### config.mk
export PLATFORM = sky130hd
export DESIGN_NAME = slc3_ctrl_gen
export DESIGN_NICKNAME = d
export VERILOG_FILES = /design/src/rtl/slc3_ctrl_gen.sv
export SDC_FILE = /design/constraint.sdc
export NUM_CORES = 1
export LEC_CHECK = 0
export BUFFER_PORTS_ARGS = -buffer_cell sky130_fd_sc_hd__buf_2
export CAP_MARGIN = 10
export CORE_MARGIN = 5
export CORE_UTILIZATION = 40
export CTS_BUF_LIST = sky130_fd_sc_hd__clkbuf_2
export DETAILED_ROUTE_END_ITERATION = 7
export GPL_TIMING_DRIVEN = 0
export PLACE_DENSITY = 0.68
export SLEW_MARGIN = 20
export SYNTH_ARGS = -nofsm -noshare
export SYNTH_HDL_FRONTEND = slang
export SYNTH_SLANG_ARGS = --single-unit
### constraint.sdc
create_clock -name clk -period 2.7 [get_ports clk]
set_input_delay 0.27 -clock clk [delete_from_list [all_inputs] [get_ports clk]]
set_output_delay 0.27 -clock clk [all_outputs]
set_load 0.05 [all_outputs]
### src/rtl/slc3_ctrl_gen.sv
// SLC-3 control unit: Moore FSM sequencing fetch, decode and execute for the
// LC-3 subset, with a shared memory wait counter and registered control outputs.
module slc3_ctrl_gen #(
    parameter int MEM_WAIT = 3,
    parameter int NREG     = 8,
    parameter int RW       = 3
) (
    input  logic            clk,
    input  logic            reset,
    input  logic [15:0]     ir,
    input  logic [2:0]      nzp,
    input  logic            run_i,
    input  logic            continue_i,
    output logic            ld_mar,
    output logic            ld_mdr,
    output logic            ld_ir,
    output logic            ld_pc,
    output logic            ld_led,
    output logic            ld_ben,
    output logic            ld_cc,
    output logic [NREG-1:0] ld_reg,
    output logic            gate_pc,
    output logic            gate_mdr,
    output logic            gate_marmux,
    output logic            gate_alu,
    output logic [1:0]      pcmux,
    output logic [1:0]      addr2mux,
    output logic            addr1mux,
    output logic [RW-1:0]   sr1_select,
    output logic [RW-1:0]   sr2_select,
    output logic            sr2mux,
    output logic [1:0]      alu_select,
    output logic            mio_en,
    output logic            mem_ena,
    output logic            mem_wr,
    output logic            illegal_o
);

    typedef enum logic [4:0] {
        HALT, F_MAR, F_WAIT, F_IR, DECODE,
        S_ADD, S_AND, S_NOT, BR, BR_TAKE, JMP,
        JSR_SAVE, JSR_JUMP, LD_ADDR, LD_WAIT, LD_WB,
        ST_ADDR, ST_DATA, ST_WAIT, PAUSE1, PAUSE2
    } state_t;

    typedef struct packed {
        logic            ld_mar;
        logic            ld_mdr;
        logic            ld_ir;
        logic            ld_pc;
        logic            ld_led;
        logic            ld_ben;
        logic            ld_cc;
        logic [NREG-1:0] ld_reg;
        logic            gate_pc;
        logic            gate_mdr;
        logic            gate_marmux;
        logic            gate_alu;
        logic [1:0]      pcmux;
        logic [1:0]      addr2mux;
        logic            addr1mux;
        logic [RW-1:0]   sr1_select;
        logic [RW-1:0]   sr2_select;
        logic            sr2mux;
        logic [1:0]      alu_select;
        logic            mio_en;
        logic            mem_ena;
        logic            mem_wr;
        logic            ill;
    } ctrl_t;

    localparam logic [3:0] WAIT_LOAD = 4'(MEM_WAIT - 1);

    localparam logic [3:0] OP_BR  = 4'b0000;
    localparam logic [3:0] OP_ADD = 4'b0001;
    localparam logic [3:0] OP_JSR = 4'b0100;
    localparam logic [3:0] OP_AND = 4'b0101;
    localparam logic [3:0] OP_LDR = 4'b0110;
    localparam logic [3:0] OP_STR = 4'b0111;
    localparam logic [3:0] OP_NOT = 4'b1001;
    localparam logic [3:0] OP_JMP = 4'b1100;
    localparam logic [3:0] OP_PSE = 4'b1101;

    state_t          state, state_nx;
    logic [3:0]      cnt, cnt_nx;
    ctrl_t           ctl, ctl_nx;
    logic [3:0]      op;
    logic            op_ok;
    logic            ben;
    logic            dr_ok;
    logic [NREG-1:0] dr_hot;
    logic [RW-1:0]   sr_a, sr_b, sr_dr;
    logic            unused_ir;

    assign op        = ir[15:12];
    assign ben       = |(ir[11:9] & nzp);
    assign sr_a      = ir[6 +: RW];
    assign sr_b      = ir[0 +: RW];
    assign sr_dr     = ir[9 +: RW];
    assign dr_ok     = int'(ir[11:9]) < NREG;
    assign unused_ir = ^ir[4:3];

    always_comb begin
        op_ok = 1'b0;
        case (op)
            OP_BR, OP_ADD, OP_JSR, OP_AND, OP_LDR,
            OP_STR, OP_NOT, OP_JMP, OP_PSE: op_ok = 1'b1;
            default:                        op_ok = 1'b0;
        endcase
    end

    // Destination indices past the register file select nothing.
    always_comb begin
        dr_hot = '0;
        if (dr_ok) dr_hot[ir[9 +: RW]] = 1'b1;
    end

    always_comb begin
        state_nx = state;
        cnt_nx   = cnt;
        case (state)
            HALT:     if (run_i) state_nx = F_MAR;
            F_MAR:    begin state_nx = F_WAIT; cnt_nx = WAIT_LOAD; end
            F_WAIT:   if (cnt == 4'd0) state_nx = F_IR; else cnt_nx = cnt - 4'd1;
            F_IR:     state_nx = DECODE;
            DECODE: begin
                case (op)
                    OP_ADD:  state_nx = S_ADD;
                    OP_AND:  state_nx = S_AND;
                    OP_NOT:  state_nx = S_NOT;
                    OP_BR:   state_nx = BR;
                    OP_JMP:  state_nx = JMP;
                    OP_JSR:  state_nx = JSR_SAVE;
                    OP_LDR:  state_nx = LD_ADDR;
                    OP_STR:  state_nx = ST_ADDR;
                    OP_PSE:  state_nx = PAUSE1;
                    default: state_nx = F_MAR;
                endcase
            end
            S_ADD, S_AND, S_NOT, BR_TAKE, JMP, JSR_JUMP, LD_WB:
                      state_nx = F_MAR;
            BR:       state_nx = ben ? BR_TAKE : F_MAR;
            JSR_SAVE: state_nx = JSR_JUMP;
            LD_ADDR:  begin state_nx = LD_WAIT; cnt_nx = WAIT_LOAD; end
            LD_WAIT:  if (cnt == 4'd0) state_nx = LD_WB; else cnt_nx = cnt - 4'd1;
            ST_ADDR:  state_nx = ST_DATA;
            ST_DATA:  begin state_nx = ST_WAIT; cnt_nx = WAIT_LOAD; end
            ST_WAIT:  if (cnt == 4'd0) state_nx = F_MAR; else cnt_nx = cnt - 4'd1;
            PAUSE1:   if (continue_i) state_nx = PAUSE2;
            PAUSE2:   if (!continue_i) state_nx = F_MAR;
            default:  state_nx = HALT;
        endcase
    end

    // Outputs are decoded from the next state so they register alongside it.
    always_comb begin
        ctl_nx = '0;
        case (state_nx)
            F_MAR: begin
                ctl_nx.gate_pc = 1'b1;
                ctl_nx.ld_mar  = 1'b1;
                ctl_nx.ld_pc   = 1'b1;
            end
            F_WAIT, LD_WAIT: begin
                ctl_nx.mem_ena = 1'b1;
                ctl_nx.ld_mdr  = 1'b1;
            end
            ST_WAIT: begin
                ctl_nx.mem_ena = 1'b1;
                ctl_nx.mem_wr  = 1'b1;
            end
            F_IR: begin
                ctl_nx.gate_mdr = 1'b1;
                ctl_nx.ld_ir    = 1'b1;
            end
            DECODE: ctl_nx.ld_ben = 1'b1;
            S_ADD, S_AND: begin
                ctl_nx.sr1_select = sr_a;
                ctl_nx.sr2_select = sr_b;
                ctl_nx.sr2mux     = ~ir[5];
                ctl_nx.alu_select = (state_nx == S_AND) ? 2'b01 : 2'b00;
                ctl_nx.gate_alu   = 1'b1;
                ctl_nx.ld_cc      = 1'b1;
                ctl_nx.ld_reg     = dr_hot;
                ctl_nx.ill        = ~dr_ok;
            end
            S_NOT: begin
                ctl_nx.sr1_select = sr_a;
                ctl_nx.alu_select = 2'b10;
                ctl_nx.gate_alu   = 1'b1;
                ctl_nx.ld_cc      = 1'b1;
                ctl_nx.ld_reg     = dr_hot;
                ctl_nx.ill        = ~dr_ok;
            end
            BR_TAKE: begin
                ctl_nx.addr1mux = 1'b1;
                ctl_nx.addr2mux = 2'b01;
                ctl_nx.pcmux    = 2'b01;
                ctl_nx.ld_pc    = 1'b1;
            end
            JMP: begin
                ctl_nx.sr1_select = sr_a;
                ctl_nx.alu_select = 2'b11;
                ctl_nx.gate_alu   = 1'b1;
                ctl_nx.pcmux      = 2'b10;
                ctl_nx.ld_pc      = 1'b1;
            end
            JSR_SAVE: begin
                ctl_nx.gate_pc          = 1'b1;
                ctl_nx.ld_reg[NREG-1]   = 1'b1;
            end
            JSR_JUMP: begin
                ctl_nx.ld_pc = 1'b1;
                ctl_nx.pcmux = 2'b01;
                if (ir[11]) begin
                    ctl_nx.addr1mux = 1'b1;
                    ctl_nx.addr2mux = 2'b11;
                end else begin
                    ctl_nx.sr1_select = sr_a;
                end
            end
            LD_ADDR, ST_ADDR: begin
                ctl_nx.sr1_select  = sr_a;
                ctl_nx.addr2mux    = 2'b10;
                ctl_nx.gate_marmux = 1'b1;
                ctl_nx.ld_mar      = 1'b1;
            end
            LD_WB: begin
                ctl_nx.gate_mdr = 1'b1;
                ctl_nx.ld_cc    = 1'b1;
                ctl_nx.ld_reg   = dr_hot;
                ctl_nx.ill      = ~dr_ok;
            end
            ST_DATA: begin
                ctl_nx.sr1_select = sr_dr;
                ctl_nx.alu_select = 2'b11;
                ctl_nx.gate_alu   = 1'b1;
                ctl_nx.mio_en     = 1'b1;
                ctl_nx.ld_mdr     = 1'b1;
            end
            PAUSE1, PAUSE2: ctl_nx.ld_led = 1'b1;
            default: ;
        endcase
    end

    always_ff @(posedge clk) begin
        if (reset) begin
            state <= HALT;
            cnt   <= '0;
            ctl   <= '0;
        end else begin
            state <= state_nx;
            cnt   <= cnt_nx;
            ctl   <= ctl_nx;
        end
    end

    assign ld_mar      = ctl.ld_mar;
    assign ld_mdr      = ctl.ld_mdr;
    assign ld_ir       = ctl.ld_ir;
    assign ld_pc       = ctl.ld_pc;
    assign ld_led      = ctl.ld_led;
    assign ld_ben      = ctl.ld_ben;
    assign ld_cc       = ctl.ld_cc;
    assign ld_reg      = ctl.ld_reg;
    assign gate_pc     = ctl.gate_pc;
    assign gate_mdr    = ctl.gate_mdr;
    assign gate_marmux = ctl.gate_marmux;
    assign gate_alu    = ctl.gate_alu;
    assign pcmux       = ctl.pcmux;
    assign addr2mux    = ctl.addr2mux;
    assign addr1mux    = ctl.addr1mux;
    assign sr1_select  = ctl.sr1_select;
    assign sr2_select  = ctl.sr2_select;
    assign sr2mux      = ctl.sr2mux;
    assign alu_select  = ctl.alu_select;
    assign mio_en      = ctl.mio_en;
    assign mem_ena     = ctl.mem_ena;
    assign mem_wr      = ctl.mem_wr;
    // The opcode is only valid once IR has loaded, so the DECODE flag looks at live ir.
    assign illegal_o   = ctl.ill | ((state == DECODE) & ~op_ok);

endmodule

# Yosys cells after proc, flatten, opt, wreduce, memory -nomap -nowiden
# Memory sizes are Yosys's and may differ from the RTL's.
# Cells that the tools add are included.
dict set report classes {
  add_sub_neg 1
  n_lt_le_gt_ge 2
  n_eq_ne 40
  mux 35
  n_bitwise 7
  reduce_logical 25
}
# operator n
set ops {}
lappend ops {{5-bit by 4-bit equality test with 1-bit output, second input constant} 15}
lappend ops {{5-bit case mux with 15 select lines} 1}
lappend ops {{5-bit equality test, second input constant} 10}
lappend ops {{5-bit by 3-bit equality test with 1-bit output, second input constant} 8}
lappend ops {{5-bit 2-to-1 mux} 6}
lappend ops {{5-bit by 2-bit equality test with 1-bit output, second input constant} 4}
lappend ops {{2-bit OR reduction} 9}
lappend ops {{3-bit OR reduction} 6}
lappend ops {{1-bit 2-to-1 mux} 16}
lappend ops {{2-bit case mux with 3 select lines} 2}
lappend ops {{5-bit by 1-bit equality test with 1-bit output, second input constant} 2}
lappend ops {{3-bit case mux with 3 select lines} 1}
lappend ops {{4-bit 2-to-1 mux} 2}
lappend ops {{4-bit case mux with 2 select lines} 1}
lappend ops {{4-bit OR reduction} 2}
lappend ops {{7-bit OR reduction} 1}
lappend ops {{3-bit 2-to-1 mux} 2}
lappend ops {{6-bit OR reduction} 1}
lappend ops {{5-bit zero test} 1}
lappend ops {{5-bit OR reduction} 1}
lappend ops {{4-bit zero test} 1}
lappend ops {{3-bit by 4-bit less-than comparator with 1-bit output, second input constant} 1}
lappend ops {{1-bit inverter} 4}
lappend ops {{1-bit case mux with 2 select lines} 2}
lappend ops {{11 further kinds} 11}
dict set report totals {
  register_bits 46
  rom_bits 96
  in_bits 23
  out_inout_bits 37
  elab_cells 138
  memories 2
}
# memory words word_bits rd rd_ports_with_merged_regs write_ports line
set memory_table {}
lappend memory_table {{(no name shown)} 16 5 1 0 0 127} ;# case (op)
lappend memory_table {{(no name shown)} 16 1 1 0 0 105} ;# case (op)

# Longest topological paths before layout
# Gate-level depths: netlist of run 1.
dict set report logic_depth {
  depth_word 8
  mapped_depth 12
  mapped_depth_nobuf 9
}

# Worst setup path before layout of run 1
# OpenSTA, ideal clock, no wires.
dict set report synth_timing {
  kind {register to register}
  from {reg cnt[0]}
  to {reg ctl, in the netlist sr1_select[0]}
  t_arrival_ns 2.417
  required_ns 2.588
  setup_slack_ns 0.171
  path_stages_with_launch 12
  path_buffers 2
  path_cell_list {dfxtp_1 inv_1 ha_1 or3b_1 buf_2 nor4b_2 o311ai_1 and3_1 buf_6 and3_1 o311a_1 a2111oi_1}
}
dict set report synth_via {
  elab_chain_len 6
}
# element line
set synth_lines {}
lappend synth_lines {{start: declaration} 85} ;# logic [3:0] cnt, cnt_nx;
lappend synth_lines {{start signal: assignment} 253} ;# cnt <= cnt_nx;
lappend synth_lines {{4-bit zero test *} {124, 145, 148}}
lappend synth_lines {{5-bit 2-to-1 mux (on tied branches)} {148, 124, 145}}
lappend synth_lines {{5-bit case mux with 15 select lines *} 121} ;# case (state)
lappend synth_lines {{5-bit by 3-bit equality test with 1-bit output (tied with other cells)} -}
lappend synth_lines {{6-bit OR reduction (no source line)} -}
lappend synth_lines {{3-bit case mux with 3 select lines *} 158} ;# case (state_nx)
lappend synth_lines {{end signal: assignment} 254} ;# ctl <= ctl_nx;
lappend synth_lines {{end: declaration} 86} ;# ctrl_t ctl, ctl_nx;
# Every way passes the cells marked *; elsewhere a longest branch is shown, timed or not.
# A chain may end at the register's enable or synchronous reset.

# Final worst setup path of run 1
# Same ends and word-level chain as after synthesis.

==> out/qor.txt, run 1 <==
die width: 85.14 um
warnings from Yosys: 0
worst setup margin: 56.11 ps
Yosys top cell by area: dfxtp_1
Slew HR: 51.29%
Mapped Nets: 295
number of flops mapped to enable cells by yosys: 0
vias per std cell: 5.355
initial DRC count: 130
Synth cell types: 59
Max Fclk: 378.2 MHz
First-pass DRT Iterations: 4
starting density of the core: 41.01%
ys flop type: dfxtp_1
GR Overflow Total: 0
total wire length: 5756 um
endpoints failing setup: 0
top cell type's share of synthesized area: 39.89%
std cell rows: 27
critical path class: flip-flop to flip-flop
Residual DRC: 0
Antenna diodes: 0
CTS buffer count: 5
met3 global-route usage: 4.175%
Worst Path Required: 3010 ps
DP HPWL: 4119 um
Syn Area/Cell: 8.458 sq um
worst path arrival time: 2950 ps
Layout Skew: 13.06 ps
Root Driver: clkbuf_2
global-route wire length before repair: 9308 um
Port Buffers: 54
worst hold margin: 70.15 ps
Final Hold Vio Count: 0
share of layout cells above drive strength 1: 35.31%
cell count after synthesis: 267
HP Class: input port to flip-flop
DIE AREA: 7249 sq um
wire per inst: 14.07 um
pre-CTS setup slack: -219.6 ps
RSZ-0062 raised after global routing: true
max reg flops: 8
H-tree levels: 2
Core Region: 5507 sq um
Clock Latency Late Sink: 390 ps
status: finished clean
fin crit share: 97.92%
#FFs+latches synth: 45
Max IR drop VDD: 319.1 uV
static leakage power: 1.219 nW
top cells by area, synth: dfxtp_1 40%, nor2_1 4.5%, a21oi_1 4.4%
post-synthesis sequential area ratio: 39.89%
Nets: 364
Routed Antenna Nets: 0
CTS sink cnt: 45
CP Launch Type: flip-flop
Mapped Area: 2258 sq um
Area growth, synth to finish: 31.63%
min Tclk post-route: 2644 ps
total of max-cap violations: 0
setup TNS: 0 ps
Worst-path clk slew: 210 ps
Top Ports: 60
Crit. End Element: flip-flop
slew of the pin with the lowest slew margin: 730.7 ps
Slew Limit Fails: 0
fraction of registers with async set or reset after synthesis: 0%
vias in the first global route: 2,007
initial antenna violation count: 0
crit-path max FO: 7
Placer Congestion: 0.8803
global route hottest layer: met2
largest net degree at the start of global routing: 14
Power Density: 459.6 nW/um^2
Tot GR Track Use: 15.29%
grt met2 use: 24.01%
M1 GR Usage: 21.28%
CTS tree: built
CTS max path bufs: 2
Die Y-Extent: 85.14 um
vias: 2,190
cells in the mapped netlist, drive strengths merged (2+ instances only):
master,instances
inv,10
o211ai,2
or3b,2
nor3b,3
nor2b,5
xnor2,3
and4b,2
nor4b,3
nor4,2
a2111oi,3
or3,5
a21boi,2
o311ai,4
nand3b,8
a211oi,2
dfxtp,45
nor3,13
o311a,2
a31oi,2
mux2,2
o21ai,10
buf,13
o22ai,2
and2,6
nand2b,4
a21oi,21
and3,6
or2,2
a21o,3
nand2,19
clkbuf,7
nand3,9
nor2,27
ha,5
report_power, final:
group / switching, mW / internal, mW / leakage [nW] / total [mW]
combinational: 0.262 / 0.146 / 0.821 / 0.408
clock: 0.194 / 0.0652 / 0.0327 / 0.259
sequential: 0.0109 / 0.688 / 0.366 / 0.699
per-layer routing:
metal,routed length [um],vias to the layer above
li1,-,1099
met5,0,-
met4,31,0
met3,383,7
met2,2659,59
met1,2681,1025
cell type report:
class | instances | area, sq um
fillers | 489 | 2534
multi-input cells | 192 | 1444
flip-flops and latches | 45 | 905.9
repair buffers | 63 | 340.3
plain buffers | 19 | 115.1
well taps | 72 | 90.09
inverters | 10 | 37.54
clock buffers | 6 | 30.03
clock inverters | 2 | 10.01
logic make-up (layout without fill, tap and decap cells):
kind of cell,after synthesis,in the layout,share of synthesized area (%)
flops,45,45,39.89
compound gates,62,62,18.78
mux,2,2,0.9972
simple gates,118,118,29.31
xor+xnor,4,4,1.552
buf+inv,30,100,6.261
fa+ha+maj,6,6,3.213
worst paths after layout:
check,start,depth (start not counted),slack [ps],endpoint
hold / removal,ir[0],2,70,sr2_select[0]
setup reg to reg,cnt[0],10,60,sr1_select[0]
setup / recovery,cnt[0],10,60,sr1_select[0]
hold reg to reg,cnt[3],2,510,cnt[3]
cell usage in the layout (no fill, tap or decap), types with 6 or more instances in the layout:
master and instances:
buf_2 59, dfxtp_1 41, nor2_1 26, nand2_1 19, a21oi_1 19, buf_4 11
nor3_1 9, inv_1 8, nand3b_1 8, o21ai_0 8, nand3_1 8, and2_1 6
clkbuf_2 6
timing repair:
action,4_1_cts,5_1_grt
hold buffers,1,0
gates resized for setup,17,39
gates cloned,0,0
pin swaps,2,5
setup buffers,2,6
endpoints found under the setup margin,5,18
endpoints found under the hold margin,1,0
stage by stage:
stage	power [mW]	cells	utilization, %	area (sq um)
final	1.366	409	53.99	2973
after global routing	1.451	409	53.99	2973
after CTS	1.330	404	50.37	2774
after detailed placement	1.048	393	47.56	2619
after global placement	1.044	393	47.56	2619
after floorplan	0.9686	267	-	2258
critical path: stages (launching register included):
cell,delay [ps]
dfxtp_2,370
inv_2,60
ha_4,130
or3b_1,350
buf_6,150
nor4b_4,260
o311ai_2,130
and3_4,220
a311oi_4,350
o311ai_2,170
a2111oi_4,370
(Power assumes the default switching activity.)
==> run 2: changes to the inputs <==
--- a/config.mk
+++ b/config.mk
@@ -5,6 +5,7 @@
 export SDC_FILE = /design/constraint.sdc
 export NUM_CORES = 1
 export LEC_CHECK = 0
+export ABC_AREA = 1
 export BUFFER_PORTS_ARGS = -buffer_cell sky130_fd_sc_hd__buf_2
 export CAP_MARGIN = 10
 export CORE_MARGIN = 5
==> out/qor.txt, run 2 <==
Crit. End Element: flip-flop
GR Overflow Total: 0 (unchanged)
R2R depth: 14 (+4)
top post-synthesis cells by count: 69 x nand2_1, 47 x nor2_1, 46 x inv_1, 45 x dfxtp_1, 31 x nand3_1
max reg flops: 8 (unchanged)
Core Region: 5473 sq um (-0.61%)
fin crit share: 82.79% (-15 points)
endpoints failing setup: 0 (unchanged)
worst stage delay on the critical path: 360 ps (about the same)
Placer Congestion: 0.8891 (+1.0%)
critical path cell sequence: inv_1, ha_1, nand3_1, nand3_2, inv_1, nor2_1, nand2_2, nor2_2, nand2_1, nor2_2, nor2_1, nand3_1, nand2_1, a21oi_2
hold endpoint: sr2_select[1]
vias: 2,167 (-1.1%)
initial DRC count: 102 (-22%)
Hold Crit Start: ir[1]
H-tree levels: 2 (unchanged)
setup TNS: 0 ps (unchanged)
top cells by area, synth: dfxtp_1 40%, nand2_1 12%, nor2_1 7.8%
RSZ-0062 raised after global routing: false
Post-CTS Setup Inserts: 0 (-2)
Port Buffers: 55 (+1.9%)
fin util: 48.56% (-5.4 points)
CTS sink cnt: 45 (unchanged)
DIE AREA: 7231 sq um (-0.25%)
die width: 85.04 um (-0.12%)
critical path class: flip-flop to flip-flop
Synth cell types: 26 (-56%)
post-synthesis sequential area ratio: 40.00% (+0.11 points)
largest net degree at the start of global routing: 13 (-1)
slew of the pin with the lowest slew margin: 545.9 ps (-184.8 ps)
share of layout cells above drive strength 1: 23.76% (-12 points)
Yosys top cell by area: dfxtp_1
fillers: 572 (+17%)
Clock Latency Late Sink: 410 ps (+20 ps)
HP Class: input port to flip-flop
First-pass DRT Iterations: 4 (unchanged)
r2r endpoint: sr1_select[2]
WHS Path Cells: 3 (+1)
flop2flop setup slack: 460 ps (+410 ps)
Syn Area/Cell: 7.016 sq um (-17%)
Power Density: 651.8 nW/um^2 (+42%)
static leakage power: 1.440 nW (+18%)
crit-path max FO: 6 (-1)
Tot GR Track Use: 15.58% (+0.28 points)
Antenna diodes: 0 (unchanged)
count leader, synth: nand2_1
starting density of the core: 41.15% (+0.14 points)
most frequent cells in the layout: 69 x nand2_1, 55 x buf_2, 47 x nor2_1, 46 x inv_1, 45 x dfxtp_1
wire per inst: 12.02 um (-15%)
fraction of registers with async set or reset after synthesis: 0% (unchanged)
Worst-path clk slew: 180 ps (-30 ps)
Root Driver: clkbuf_2
min Tclk post-route: 2235 ps (-408.5 ps)
std cell rows: 27 (unchanged)
Slew Limit Fails: 0 (unchanged)
vias in the first global route: 2,013 (+0.30%)
slowest CP cell: dfxtp_1
Nets: 412 (+13%)
top cell type's share of synthesized area: 40.00% (+0.11 points)
Max IR drop VDD: 289.3 uV (-9.3%)
cell count after synthesis: 321 (+20%)
global-route wire length before repair: 9246 um (-0.67%)
Die Y-Extent: 85.04 um (-0.12%)
Non-Filler Instances: 455 (+11%)
Inst Count DP: 448 (+14%)
total of max-cap violations: 0 (unchanged)
warnings from Yosys: 0 (unchanged)
post-cts sizing count: 0 (-17)
worst path arrival time: 2590 ps (-360 ps)
commonest non-fill, non-tap cell in the layout: nand2_1
Mapped Area: 2252 sq um (-0.28%)
Max Fclk: 447.3 MHz (+18%)
initial antenna violation count: 0 (unchanged)
CP Launch Type: flip-flop
Layout Skew: 15.07 ps (+2.014 ps)
CTS buffer count: 5 (unchanged)
Top Ports: 60 (unchanged)
ys flop type: dfxtp_1
Final Hold Vio Count: 0 (unchanged)
Area growth, synth to finish: 18.00%
CTS max path bufs: 2 (unchanged)
Slew HR: 63.61% (+12 points)
status: finished clean
#FFs+latches synth: 45 (unchanged)
Residual DRC: 0 (unchanged)
DP HPWL: 4353 um (+5.7%)
Worst Path Required: 3050 ps (+40 ps)
Routed Antenna Nets: 0 (unchanged)
Mapped Nets: 349 (+18%)
vias per std cell: 4.763 (-11%)
CTS tree: built
total wire length: 5468 um (-5.0%)
R2R Path Start: cnt[0]
number of flops mapped to enable cells by yosys: 0 (unchanged)
-- run 2: where the power goes --
| part | switching, mW | internal, mW |
|---|---|---|
| sequential | 0.0393 | 0.729 |
| clock | 0.195 | 0.0528 |
| combinational | 0.525 | 0.190 |
-- run 2: per-layer routing --
layer | GRT usage, % | share of wire (%)
met1 | 20.17 | 45
met2 | 26.41 | 49
met3 | 2.913 | 4.8
met4 | 4.317 | 1.2
met5 | 0 | 0
-- run 2: logic make-up (layout without fill, tap and decap cells) --
kind of cell             Yosys count  count (layout)  share of synthesized area (%)
adder cells (fa/ha/maj)            5               5                          2.778
AND/OR/NAND/NOR                  185             185                          38.17
AO/OA/AOI/OAI                     31              31                          7.722
XOR/XNOR                           2               2                         0.7779
flip-flops                        45              45                          40.00
buffers and inverters             53             115                          10.56
-- run 2: through the flow --
stage | hold WS (ps) | total power, mW | area, sq um | worst slack (ps)
2_1_floorplan | 342.4 | 1.335 | 2252 | 858.2
3_3_place_gp | 432.2 | 1.488 | 2618 | 492.5
6_report | 55.77 | 1.732 | 2658 | 464.6
3_5_place_dp | 430.3 | 1.493 | 2618 | 479.7
4_1_cts | 44.54 | 1.739 | 2658 | 464.6
5_1_grt | 27.06 | 1.863 | 2658 | 146.0
-- run 2: worst max-delay path: cells and delay by family (launching register included) --
family,cells,cell delay (ps)
fa+ha+maj,1,180
buf+inv,2,130
flops,1,360
compound gates,1,110
simple gates,10,1420
-- run 2: repair_timing --
item | CTS | global route
hold endpoints to repair | 1 | 0
hold buffers | 1 | 0
endpoints found under the setup margin | 0 | 0
-- run 2: worst max path at each step --
stage,start,endpoint,slack [ps],cells after the start
2_1_floorplan,cnt[0],sr1_select[0],860,14
4_1_cts,cnt[0],sr1_select[1],460,14
3_5_place_dp,ir[12],sr1_select[0],480,14
5_1_grt,cnt[0],sr1_select[0],150,14
6_report,cnt[0],sr1_select[2],460,14
3_3_place_gp,ir[12],sr1_select[0],490,14
-- run 2: area by class of cell --
| type | instances | area, sq um | share of cell area, % |
|---|---|---|---|
| Tap cell | 72 | 90.09 | 3.390 |
| Buffer | 5 | 57.56 | 2.166 |
| Multi-Input combinational cell | 223 | 1114 | 41.90 |
| Sequential cell | 45 | 900.9 | 33.90 |
| Clock inverter | 1 | 5.005 | 0.1883 |
| Clock buffer | 5 | 25.02 | 0.9416 |
| Inverter | 48 | 180.2 | 6.780 |
| Timing Repair Buffer | 56 | 285.3 | 10.73 |
